<file path="src/rtl/mem_lsu_pkg.sv">
// Shared constants for the memory-access stage: bus widths, aluop codes,
// pipeline control levels and the LSU state encoding.
package mem_lsu_pkg;

  localparam int RegBus     = 32;
  localparam int RegAddrBus = 5;
  localparam int AluOpBus   = 8;

  localparam logic RstEnable = 1'b1;
  localparam logic Stop      = 1'b1;
  localparam logic NoStop    = 1'b0;

  localparam logic [RegAddrBus-1:0] NOPRegAddr = 5'b00000;

  localparam logic [AluOpBus-1:0] EXE_ADDU_OP = 8'b0010_0001;
  localparam logic [AluOpBus-1:0] EXE_LB_OP   = 8'b1110_0000;
  localparam logic [AluOpBus-1:0] EXE_LH_OP   = 8'b1110_0001;
  localparam logic [AluOpBus-1:0] EXE_LW_OP   = 8'b1110_0011;
  localparam logic [AluOpBus-1:0] EXE_LBU_OP  = 8'b1110_0100;
  localparam logic [AluOpBus-1:0] EXE_LHU_OP  = 8'b1110_0101;
  localparam logic [AluOpBus-1:0] EXE_SB_OP   = 8'b1110_1000;
  localparam logic [AluOpBus-1:0] EXE_SH_OP   = 8'b1110_1001;
  localparam logic [AluOpBus-1:0] EXE_SW_OP   = 8'b1110_1011;

  typedef enum logic [1:0] {
    LsuIdle = 2'd0,
    LsuBusy = 2'd1,
    LsuDone = 2'd2
  } lsu_state_e;

  // Big-endian byte lane: address offset 0 is the most significant byte.
  function automatic logic [3:0] byte_sel(input logic [1:0] addr_lo);
    return 4'b1000 >> addr_lo;
  endfunction

endpackage

</file>
<file path="src/rtl/mem_lsu_lane.sv">
// Byte-lane formatter: byte enables, store replication, load extension and
// alignment fault for one aluop/address pair. Purely combinational.
module lsu_lane
  import mem_lsu_pkg::*;
(
  input  logic [AluOpBus-1:0] i_aluop,
  input  logic [1:0]          i_addr_lo,
  input  logic [RegBus-1:0]   i_reg2,
  input  logic [RegBus-1:0]   i_rdata,
  output logic                o_is_mem,
  output logic                o_is_load,
  output logic                o_is_store,
  output logic [3:0]          o_sel,
  output logic [RegBus-1:0]   o_wdata,
  output logic [RegBus-1:0]   o_load_data,
  output logic                o_misaligned
);

  logic [7:0]  w_byte;
  logic [15:0] w_half;

  always_comb begin
    w_byte = 8'h00;
    case (i_addr_lo)
      2'b00:   w_byte = i_rdata[31:24];
      2'b01:   w_byte = i_rdata[23:16];
      2'b10:   w_byte = i_rdata[15:8];
      default: w_byte = i_rdata[7:0];
    endcase
    w_half = i_addr_lo[1] ? i_rdata[15:0] : i_rdata[31:16];
  end

  always_comb begin
    o_is_mem     = 1'b0;
    o_is_load    = 1'b0;
    o_is_store   = 1'b0;
    o_sel        = 4'b0000;
    o_wdata      = i_reg2;
    o_load_data  = i_rdata;
    o_misaligned = 1'b0;
    case (i_aluop)
      EXE_LB_OP, EXE_LBU_OP: begin
        o_is_mem    = 1'b1;
        o_is_load   = 1'b1;
        o_sel       = byte_sel(i_addr_lo);
        o_load_data = (i_aluop == EXE_LB_OP) ? {{24{w_byte[7]}}, w_byte}
                                             : {24'h000000, w_byte};
      end
      EXE_LH_OP, EXE_LHU_OP: begin
        o_is_mem     = 1'b1;
        o_is_load    = 1'b1;
        o_sel        = i_addr_lo[1] ? 4'b0011 : 4'b1100;
        o_misaligned = i_addr_lo[0];
        o_load_data  = (i_aluop == EXE_LH_OP) ? {{16{w_half[15]}}, w_half}
                                              : {16'h0000, w_half};
      end
      EXE_LW_OP: begin
        o_is_mem     = 1'b1;
        o_is_load    = 1'b1;
        o_sel        = 4'b1111;
        o_misaligned = |i_addr_lo;
      end
      EXE_SB_OP: begin
        o_is_mem   = 1'b1;
        o_is_store = 1'b1;
        o_sel      = byte_sel(i_addr_lo);
        o_wdata    = {4{i_reg2[7:0]}};
      end
      EXE_SH_OP: begin
        o_is_mem     = 1'b1;
        o_is_store   = 1'b1;
        o_sel        = i_addr_lo[1] ? 4'b0011 : 4'b1100;
        o_misaligned = i_addr_lo[0];
        o_wdata      = {2{i_reg2[15:0]}};
      end
      EXE_SW_OP: begin
        o_is_mem     = 1'b1;
        o_is_store   = 1'b1;
        o_sel        = 4'b1111;
        o_misaligned = |i_addr_lo;
      end
      default: ;
    endcase
  end

endmodule

</file>
<file path="src/rtl/mem_lsu.sv">
// MEM stage: runs loads/stores over a req/ack bus with an IDLE/BUSY/DONE FSM,
// holding the pipeline via stallreq; non-memory ops pass straight through.
module mem_lsu
  import mem_lsu_pkg::*;
(
  input  logic                  clk,
  input  logic                  rst,
  input  logic [5:0]            stall,
  input  logic [RegAddrBus-1:0] mem_wd,
  input  logic                  mem_wreg,
  input  logic [RegBus-1:0]     mem_wdata,
  input  logic [RegBus-1:0]     mem_hi,
  input  logic [RegBus-1:0]     mem_lo,
  input  logic                  mem_whilo,
  input  logic [AluOpBus-1:0]   mem_aluop,
  input  logic [RegBus-1:0]     mem_mem_addr,
  input  logic [RegBus-1:0]     mem_reg2,
  input  logic                  mem_cp0_reg_we,
  input  logic [4:0]            mem_cp0_reg_write_addr,
  input  logic [RegBus-1:0]     mem_cp0_reg_data,
  input  logic [RegBus-1:0]     bus_rdata,
  input  logic                  bus_ack,
  output logic                  bus_req,
  output logic                  bus_we,
  output logic [RegBus-1:0]     bus_addr,
  output logic [3:0]            bus_sel,
  output logic [RegBus-1:0]     bus_wdata,
  output logic [RegAddrBus-1:0] wb_wd,
  output logic                  wb_wreg,
  output logic [RegBus-1:0]     wb_wdata,
  output logic [RegBus-1:0]     wb_hi,
  output logic [RegBus-1:0]     wb_lo,
  output logic                  wb_whilo,
  output logic                  wb_cp0_reg_we,
  output logic [4:0]            wb_cp0_reg_write_addr,
  output logic [RegBus-1:0]     wb_cp0_reg_data,
  output logic                  stallreq,
  output logic                  misaligned,
  output lsu_state_e            o_dbg_state
);

  // Bus handshake: bus_req stays high with stable addr/sel/we/wdata until
  // the cycle bus_ack=1; that cycle completes the access. bus_ack while
  // bus_req=0 carries no meaning and is ignored.

  lsu_state_e        r_state;
  lsu_state_e        w_next;
  logic [RegBus-1:0] r_rdata_q;
  logic              w_req;

  logic              w_is_mem;
  logic              w_is_load;
  logic              w_is_store;
  logic [3:0]        w_sel;
  logic [RegBus-1:0] w_store_data;
  logic [RegBus-1:0] w_load_data;
  logic              w_misaligned;
  logic              w_unused;

  assign w_unused = ^{stall[5], stall[3:0]};

  lsu_lane u_lane (
    .i_aluop      (mem_aluop),
    .i_addr_lo    (mem_mem_addr[1:0]),
    .i_reg2       (mem_reg2),
    .i_rdata      (r_rdata_q),
    .o_is_mem     (w_is_mem),
    .o_is_load    (w_is_load),
    .o_is_store   (w_is_store),
    .o_sel        (w_sel),
    .o_wdata      (w_store_data),
    .o_load_data  (w_load_data),
    .o_misaligned (w_misaligned)
  );

  always_ff @(posedge clk) begin
    if (rst == RstEnable) begin
      r_state   <= LsuIdle;
      r_rdata_q <= '0;
    end else begin
      r_state <= w_next;
      if (w_req && bus_ack) r_rdata_q <= bus_rdata;
    end
  end

  always_comb begin
    w_next = r_state;
    w_req  = 1'b0;
    case (r_state)
      LsuIdle: begin
        if (w_is_mem && !w_misaligned) begin
          w_req  = 1'b1;
          w_next = bus_ack ? LsuDone : LsuBusy;
        end
      end
      LsuBusy: begin
        w_req = 1'b1;
        if (bus_ack) w_next = LsuDone;
      end
      LsuDone: begin
        if (stall[4] == NoStop) w_next = LsuIdle;
      end
      default: w_next = LsuIdle;
    endcase
  end

  always_comb begin
    bus_req               = 1'b0;
    bus_we                = 1'b0;
    bus_addr              = '0;
    bus_sel               = 4'b0000;
    bus_wdata             = '0;
    wb_wd                 = NOPRegAddr;
    wb_wreg               = 1'b0;
    wb_wdata              = '0;
    wb_hi                 = '0;
    wb_lo                 = '0;
    wb_whilo              = 1'b0;
    wb_cp0_reg_we         = 1'b0;
    wb_cp0_reg_write_addr = 5'b00000;
    wb_cp0_reg_data       = '0;
    stallreq              = 1'b0;
    misaligned            = 1'b0;
    o_dbg_state           = LsuIdle;
    if (rst != RstEnable) begin
      bus_req               = w_req;
      bus_we                = w_req & w_is_store;
      bus_addr              = {mem_mem_addr[31:2], 2'b00};
      bus_sel               = w_sel;
      bus_wdata             = w_store_data;
      wb_wd                 = mem_wd;
      wb_wreg               = mem_wreg & ~w_is_store & ~w_misaligned;
      wb_wdata              = (w_is_load && r_state == LsuDone) ? w_load_data : mem_wdata;
      wb_hi                 = mem_hi;
      wb_lo                 = mem_lo;
      wb_whilo              = mem_whilo & ~w_misaligned;
      wb_cp0_reg_we         = mem_cp0_reg_we;
      wb_cp0_reg_write_addr = mem_cp0_reg_write_addr;
      wb_cp0_reg_data       = mem_cp0_reg_data;
      stallreq              = w_req;
      misaligned            = w_misaligned;
      o_dbg_state           = r_state;
    end
  end

endmodule

</file>
<file path="config.mk">
export PLATFORM = sky130hd
export DESIGN_NAME = mem_lsu
export DESIGN_NICKNAME = d
export VERILOG_FILES = /design/src/rtl/mem_lsu_pkg.sv /design/src/rtl/mem_lsu_lane.sv /design/src/rtl/mem_lsu.sv
export SDC_FILE = /design/constraint.sdc
export NUM_CORES = 1
export LEC_CHECK = 0
export CAP_MARGIN = 20
export CORE_AREA = 4 4 178 180
export CTS_BUF_LIST = sky130_fd_sc_hd__clkbuf_8
export DETAILED_ROUTE_END_ITERATION = 10
export DIE_AREA = 0 0 182 184
export MAX_ROUTING_LAYER = met4
export PLACE_DENSITY = 0.52
export SLEW_MARGIN = 40
export SYNTH_ARGS = -nofsm -noshare
export SYNTH_HDL_FRONTEND = slang
export SYNTH_SLANG_ARGS = --single-unit
</file>
<file path="constraint.sdc">
create_clock -name clk -period 5 [get_ports clk]
set_clock_uncertainty 0.05 [all_clocks]
set_input_delay 1.5 -clock clk [delete_from_list [all_inputs] [get_ports clk]]
set_output_delay 1.5 -clock clk [all_outputs]
set_load 0.02 [all_outputs]
</file>
==> results of run 1 <==
## kinds of logic after synthesis
family | after synthesis
buffers and inverters | 62
AND/OR/NAND/NOR | 297
other | 1
AO/OA/AOI/OAI | 90
flip-flops | 34
multiplexers | 90
## state kept, by name, indices dropped and copies added (netlist names)
name	count
r_rdata_q	32
r_state	2
## metal layers
metal	vias up	wire length, microns	GRT usage, %
li1	2965	-	-
met1	2740	12000	20.0
met2	254	13000	24.4
met3	14	2140	4.06
met4	0	231	2.37
met5	-	0	-
## cell type report
class	count	share of cell area, %
antenna	4	0.0982
clock buffer	5	0.675
tap	396	4.86
inverter	4	0.160
multi-input combinational	479	34.7
sequential	34	6.68
clock inverter	3	0.675
timing repair buffer	550	52.1
## tightest hold or removal path, cell delays in order, from the launching register on
cell                       delay [ns]
sky130_fd_sc_hd__dfxtp_1         0.33
sky130_fd_sc_hd__nand2b_1        0.07
sky130_fd_sc_hd__mux2i_1         0.06
## cells in the mapped netlist (3+ instances only)
cell	number
sky130_fd_sc_hd__nor3_1	11
sky130_fd_sc_hd__buf_4	10
sky130_fd_sc_hd__inv_1	3
sky130_fd_sc_hd__dfxtp_1	34
sky130_fd_sc_hd__nor2_1	42
sky130_fd_sc_hd__o21ai_0	17
sky130_fd_sc_hd__nand2b_1	66
sky130_fd_sc_hd__nor2b_1	154
sky130_fd_sc_hd__a21boi_0	16
sky130_fd_sc_hd__buf_1	3
sky130_fd_sc_hd__a31oi_1	4
sky130_fd_sc_hd__a211oi_1	17
sky130_fd_sc_hd__a22oi_1	9
sky130_fd_sc_hd__o22ai_1	7
sky130_fd_sc_hd__a2111oi_1	5
sky130_fd_sc_hd__mux2i_1	68
sky130_fd_sc_hd__nand2_1	5
sky130_fd_sc_hd__a2111oi_0	4
sky130_fd_sc_hd__clkbuf_1	36
sky130_fd_sc_hd__buf_2	8
sky130_fd_sc_hd__mux2_2	22
sky130_fd_sc_hd__a21oi_1	3
## power groups by stage
| stage | sequential [mW] | combinational (mW) | clock (mW) |
|---|---|---|---|
| detailed placement | 0.282 | 0.713 | 0 |
| CTS | 0.276 | 0.705 | 0.326 |
| finish | 0.276 | 0.699 | 0.317 |
| global placement | 0.282 | 0.714 | 0 |
| floorplan | 0.281 | 0.270 | 0 |
| global route | 0.276 | 0.741 | 0.339 |
## path summary, 6_finish.rpt
path              slack (ns)            end  depth (start not counted)    startpoint
setup / recovery        0.08    wb_wdata[2]                          9  mem_aluop[0]
hold / removal          0.45   r_rdata_q[1]                          2  r_rdata_q[1]
setup reg to reg        3.03  r_rdata_q[19]                          5    r_state[1]
hold reg to reg         0.45   r_rdata_q[1]                          2  r_rdata_q[1]
## per-stage QoR
stage	area [sq um]	std cells	worst slack, ns	setup TNS, ns
final	10200	1475	0.0821	0
after global routing	10200	1475	0.000585	0
after CTS	10100	1467	0.00424	0
after detailed placement	9910	1451	-0.422	-17.96
after global placement	9910	1451	-0.403	-18.15
after floorplan	4380	575	0.00501	0
## cells in the final DEF (no fill, tap or decap), types with 3 or more instances in the layout
cell	n
sky130_fd_sc_hd__clkdlybuf4s50_1	386
sky130_fd_sc_hd__nor2b_1	154
sky130_fd_sc_hd__buf_4	72
sky130_fd_sc_hd__mux2i_1	68
sky130_fd_sc_hd__nand2b_1	66
sky130_fd_sc_hd__nor2_1	41
sky130_fd_sc_hd__dlygate4sd2_1	38
sky130_fd_sc_hd__dfxtp_1	34
sky130_fd_sc_hd__mux2_2	22
sky130_fd_sc_hd__a211oi_1	16
sky130_fd_sc_hd__o21ai_0	16
sky130_fd_sc_hd__buf_2	16
sky130_fd_sc_hd__a21boi_0	15
sky130_fd_sc_hd__buf_6	14
sky130_fd_sc_hd__buf_12	10
sky130_fd_sc_hd__a22oi_1	9
sky130_fd_sc_hd__o22ai_1	7
sky130_fd_sc_hd__clkbuf_2	7
sky130_fd_sc_hd__nor3_1	6
sky130_fd_sc_hd__clkbuf_8	6
sky130_fd_sc_hd__nand2_1	5
sky130_fd_sc_hd__diode_2	4
sky130_fd_sc_hd__a2111oi_0	4
sky130_fd_sc_hd__a31oi_1	4
sky130_fd_sc_hd__a2111oi_4	4
sky130_fd_sc_hd__nor3_4	4
sky130_fd_sc_hd__a21oi_1	3
sky130_fd_sc_hd__inv_1	3
## what timing repair did
item	4_1_cts	5_1_grt
resized for setup	176	25
pin swaps	13	1
endpoints found under the setup margin	64	24
setup buffers	10	5
==> out/metrics.cfg, run 1 <==
[run_status]
outcome=finished clean

[clock_tree]
root_buffer=sky130_fd_sc_hd__clkbuf_8
clock_path_buffers=2
numClockSinks=34
clk_pin_slew_worst_paths_ns=0.08
cts-htree-levels=2
clock_latency_ns=0.29
tritoncts=built
cts_hold_repair.buffers=0
num_cts_buffers=5

[timing]
fmaxAchievable_ghz=0.203
fin_crit_ns=4.92
report.final.hold_viol_count=0
worst_pin_slew_ns=0.600
max_slew_margin_pct=60.0
endpoints_failing_setup=0
whs_ns=0.448
maxSlewViolCount=0
finalCritPeriodShare_pct=98.4
setup_repair_after_global_routing_missed_its_margin=false

[placed_design]
port_buffers=461
gp_congestion=0.827
detailedPlacementHpwl_mm=23.5

[synth]
main_combinational_cell_family_by_area_after_synthesis=simple AND/OR/NAND/NOR gates
ys_types=44
synthMuxAreaShare_pct=21.2
synth_area_sq_um=4380
post_synth_xor_area_fraction_pct=0
synth-async-reset-ratio_pct=0
synth-adder-area-share_pct=0
netlist_top_cells_area=sky130_fd_sc_hd__nor2b_1, sky130_fd_sc_hd__dfxtp_1, sky130_fd_sc_hd__mux2i_1, sky130_fd_sc_hd__nand2b_1, sky130_fd_sc_hd__mux2_2
synth_top_area_share_pct=22.0
synth_simple_gate_area_share_pct=41.2
post_synth_inst_count=574
synth-edff-count=0
ys_seq_elements=34
synth_seq_area_share_pct=15.5
synth_compound_gate_area_share_pct=15.4
synth-warning-count=0
yosys_most_used_dff=sky130_fd_sc_hd__dfxtp_1
yosysTopAreaCell=sky130_fd_sc_hd__nor2b_1
post_synth.cell_area_avg_sq_um=7.63

[route]
drt_iter0_drc=221
detailedRoute.firstPassIterationCount=4
remaining_drc_errors=0
drt-wirelength-per-cell_microns=18.6
final_ant_viol_nets=0
avgViaCountPerCell=4.05
routed-via-count=5973
total_wire_length_mm=27.5

[pwr]
comb_power_share_pct=54.1
internal_power_mw=0.869
p_sw_mw=0.422
power-per-cell-area_nw_per_um2=127
power.share.sequential_pct=21.4
p_sw_share_pct=32.7
p_total_mw=1.29
leakagePower_nw=3.86
clock_power_share_pct=24.5
vdd_ir_drop_max_mv=0.135

[setup_path]
worst_path_largest_cell_delay_ns=0.33
start_kind=input pin
critical-path-slowest-cell=sky130_fd_sc_hd__mux2_2
cpMostUsedCell=sky130_fd_sc_hd__buf_4
end_kind=output pin
worstPathCellList=dlygate4sd2_1 -> buf_4 -> nor2_2 -> buf_4 -> mux2_2 -> o22ai_1 -> a2111oi_4 -> buf_4 -> buf_12
crit_type=input pin to output pin
critical_path_buf_inv_count=5
critPathMaxFanout=7
worst-endpoint-arrival_ns=3.37
critPathTopFamily=buffers and inverters
critPathRequiredTime_ns=3.45

[layout]
register_area_sq_um=681
fillers=3202
final_net_count=1328
post-route-util_pct=33.7
area_growth_pct=133
layout-drive-gt1-share_pct=16.7
multi_input_area_sq_um=3540

[global_routing]
grt_pass1_wl_mm=38.5
grt_usage_pct=15.3
grt_antenna_before_repair=4
grt_pass1_vias=6124
grt_start_max_net_pins=69
globalRouteOverflowTotal=0

[floorplanning]
ios=469
die-height_microns=184
dieWidth_microns=182
floorplan.initialDensity_pct=14.5
core_sq_um=30200
rows=64
die-area_sq_um=33500

[run]
cap_violations=0

[worst_hold_path]
hold_path.class=flop to flop

Power figures use the tool's default switching activity.
==> inputs of run 2 (changes only) <==
- ABC_AREA: default -> 1
- CORE_AREA: 4 4 178 180 -> 4 4 181 183
- DIE_AREA: 0 0 182 184 -> 0 0 185 187
==> run 2 against run 1 <==
Net effect:
- largest cell class unchanged
- largest power group unchanged
- wire length up 33%
- critical endpoint is now wb_wdata[11]
- final cell count up 25%
- hold slack better by 0.014 ns
==> out/metrics.cfg, run 2 <==
[floorplanning]
die-height_microns=187
floorplan.initialDensity_pct=15.1
dieWidth_microns=185
die-area_sq_um=34600
core_sq_um=31200
ios=469
rows=65

[setup_path]
critPathRequiredTime_ns=3.45
crit_type=input pin to output pin
critical_path_buf_inv_count=4
end_kind=output pin
worst-endpoint-arrival_ns=3.32
start_kind=input pin
critPathTopFamily=buffers and inverters
worst_path_largest_cell_delay_ns=0.47
critical-path-slowest-cell=sky130_fd_sc_hd__clkdlybuf4s50_1
worstPathCellList=clkdlybuf4s50_1 -> buf_6 -> nor2_1 -> o211ai_2 -> nand3_4 -> buf_12 -> o211ai_1 -> nand2_1 -> a21oi_2 -> buf_4
critPathMaxFanout=8

[layout]
area_growth_pct=120
post_layout_nonfiller_instances=1846
layout-drive-gt1-share_pct=14.3
final_common_cell=sky130_fd_sc_hd__clkdlybuf4s50_1
leading_cell_types_in_the_layout_fill_and_taps_excluded=sky130_fd_sc_hd__clkdlybuf4s50_1, sky130_fd_sc_hd__nor2_1, sky130_fd_sc_hd__inv_1
fillers=3484
final_net_count=1695
post-route-util_pct=33.2
largest_register_ffs=32
reg.largest.list=r_rdata_q (32), r_state (2)
final_area_sq_um=10400
top_register=r_rdata_q

[global_routing]
grt-busiest-layer=met2
grt_pass1_vias=7395
grt_util_met3_pct=6.09
grt_pass1_wl_mm=50.3
grt_start_max_net_pins=68
grt_antenna_before_repair=4
grt.met1_usage_pct=22.9
grt_met2_use_pct=34.4
globalRouteOverflowTotal=0
grt_usage_pct=20.1

[synth]
yosysTopAreaCell=sky130_fd_sc_hd__nor2_1
synth-edff-count=0
synth_seq_area_share_pct=14.4
ys_seq_elements=34
synth-adder-area-share_pct=0
synth_compound_gate_area_share_pct=19.3
ys_types=34
main_combinational_cell_family_by_area_after_synthesis=simple AND/OR/NAND/NOR gates
post_synth_inst_count=944
synth_top_area_share_pct=20.7
synth-async-reset-ratio_pct=0
post_synth.cell_area_avg_sq_um=4.99
yosys.cell_count.top_type=sky130_fd_sc_hd__nor2_1
synth-warning-count=0
netlist_top_cells_area=sky130_fd_sc_hd__nor2_1, sky130_fd_sc_hd__inv_1, sky130_fd_sc_hd__dfxtp_1, sky130_fd_sc_hd__nand2_1, sky130_fd_sc_hd__a21oi_1
synthMuxAreaShare_pct=0
synth_simple_gate_area_share_pct=42.0
yosys_most_used_dff=sky130_fd_sc_hd__dfxtp_1
post_synth_xor_area_fraction_pct=0
synth_area_sq_um=4710
yosys-top-cells-count=sky130_fd_sc_hd__nor2_1, sky130_fd_sc_hd__inv_1, sky130_fd_sc_hd__nand2_1, sky130_fd_sc_hd__a21oi_1, sky130_fd_sc_hd__nand3_1

[timing]
endpoints_failing_setup=0
report.final.hold_viol_count=0
fmaxAchievable_ghz=0.205
setup-tns-final_ns=0
whs_ns=0.462
setup_ws_ns=0.127
finalCritPeriodShare_pct=97.5
fin_crit_ns=4.87
max_slew_margin_pct=56.5
setup_repair_after_global_routing_missed_its_margin=false
worst_pin_slew_ns=0.653
maxSlewViolCount=0

[pwr]
internal_power_mw=0.828
leakagePower_nw=5.02
comb_power_share_pct=58.7
p_total_mw=1.35
p_sw_share_pct=38.9
vdd_ir_drop_max_mv=0.111
clock_power_share_pct=18.8
p_sw_mw=0.526
power.share.sequential_pct=22.4
power-per-cell-area_nw_per_um2=131

[run_status]
outcome=finished clean

[clock_tree]
clk_pin_slew_worst_paths_ns=0.07
numClockSinks=34
tritoncts=built
root_buffer=sky130_fd_sc_hd__clkbuf_8
clock_path_buffers=2
clock_latency_ns=0.28
cts_hold_repair.buffers=0
cts-htree-levels=2
num_cts_buffers=5

[route]
drt-wirelength-per-cell_microns=19.8
final_ant_viol_nets=0
avgViaCountPerCell=4.14
detailedRoute.firstPassIterationCount=5
total_wire_length_mm=36.5
routed-via-count=7635
remaining_drc_errors=0
drt_iter0_drc=438

[placed_design]
gp_congestion=0.916
detailedPlacementHpwl_mm=30.9
port_buffers=461
placed_cells_incl_taps=1818
pre_cts_slack_ns=-0.467
placement_cell_area_sq_um=10100

[run]
cap_violations=0

[worst_hold_path]
hold_path.class=flop to flop

[run 2: changes by cell type in the layout (fill, tap and decap cells not counted), sizes merged, moves of 22 or more]
| cell | change |
|---|---|
| nor2 | +221 |
| inv | +211 |
| nor2b | -154 |
| nand2 | +149 |
| a21oi | +76 |
| mux2i | -68 |
| nand2b | -67 |
| nand3 | +48 |
| o21ai | +30 |
| o211ai | +28 |
| dlygate4sd2 | -27 |
| mux2 | -22 |
[run 2: final cells by class]
type                    count  area [sq um]  area share [%]
repair buffers            549          5270            50.8
multi-input cells         636          2980            28.8
inverters                 215           815            7.85
flip-flops and latches     34           681            6.56
well taps                 402           503            4.85
clock buffers               5          68.8           0.663
clock inverters             3          45.0           0.434
diodes                      2          5.00          0.0482
[run 2: cells by family after synthesis]
logic type	count (synthesis)
flops	34
simple gates	476
other cells	1
buf+inv	276
compound gates	157
[run 2: final timing paths]
check	startpoint	end	slack [ns]	cells after the start
max reg2reg	r_state[1]	r_rdata_q[10]	3.34	7
max	mem_mem_addr[1]	wb_wdata[11]	0.13	10
min reg2reg	r_rdata_q[2]	r_rdata_q[2]	0.46	2
min	r_rdata_q[2]	r_rdata_q[2]	0.46	2
[run 2: timing repair]
action | 4_1_cts | 5_1_grt
buffers inserted | 13 | 3
pin swaps | 9 | 15
resized for setup | 195 | 33
gates cloned | 2 | 1
setup endpoints to repair | 58 | 59
[run 2: layer usage]
| layer | wire [microns] | vias to the layer above |
|---|---|---|
| li1 | - | 3824 |
| met1 | 14400 | 3500 |
| met2 | 17900 | 278 |
| met3 | 3230 | 33 |
| met4 | 1020 | 0 |
| met5 | 0 | - |
[run 2: power by group through the flow]
stage	sequential, mW	clock, mW	combinational, mW
floorplan	0.301	0	0.329
global placement	0.309	0	0.810
detailed placement	0.310	0	0.810
CTS	0.303	0.260	0.803
global route	0.305	0.276	0.853
finish	0.304	0.255	0.796
[run 2: worst min-delay path, stage by stage (launching register included)]
cell and delay (ns):
sky130_fd_sc_hd__dfxtp_1 0.35, sky130_fd_sc_hd__a21oi_1 0.05, sky130_fd_sc_hd__nor2_1 0.08
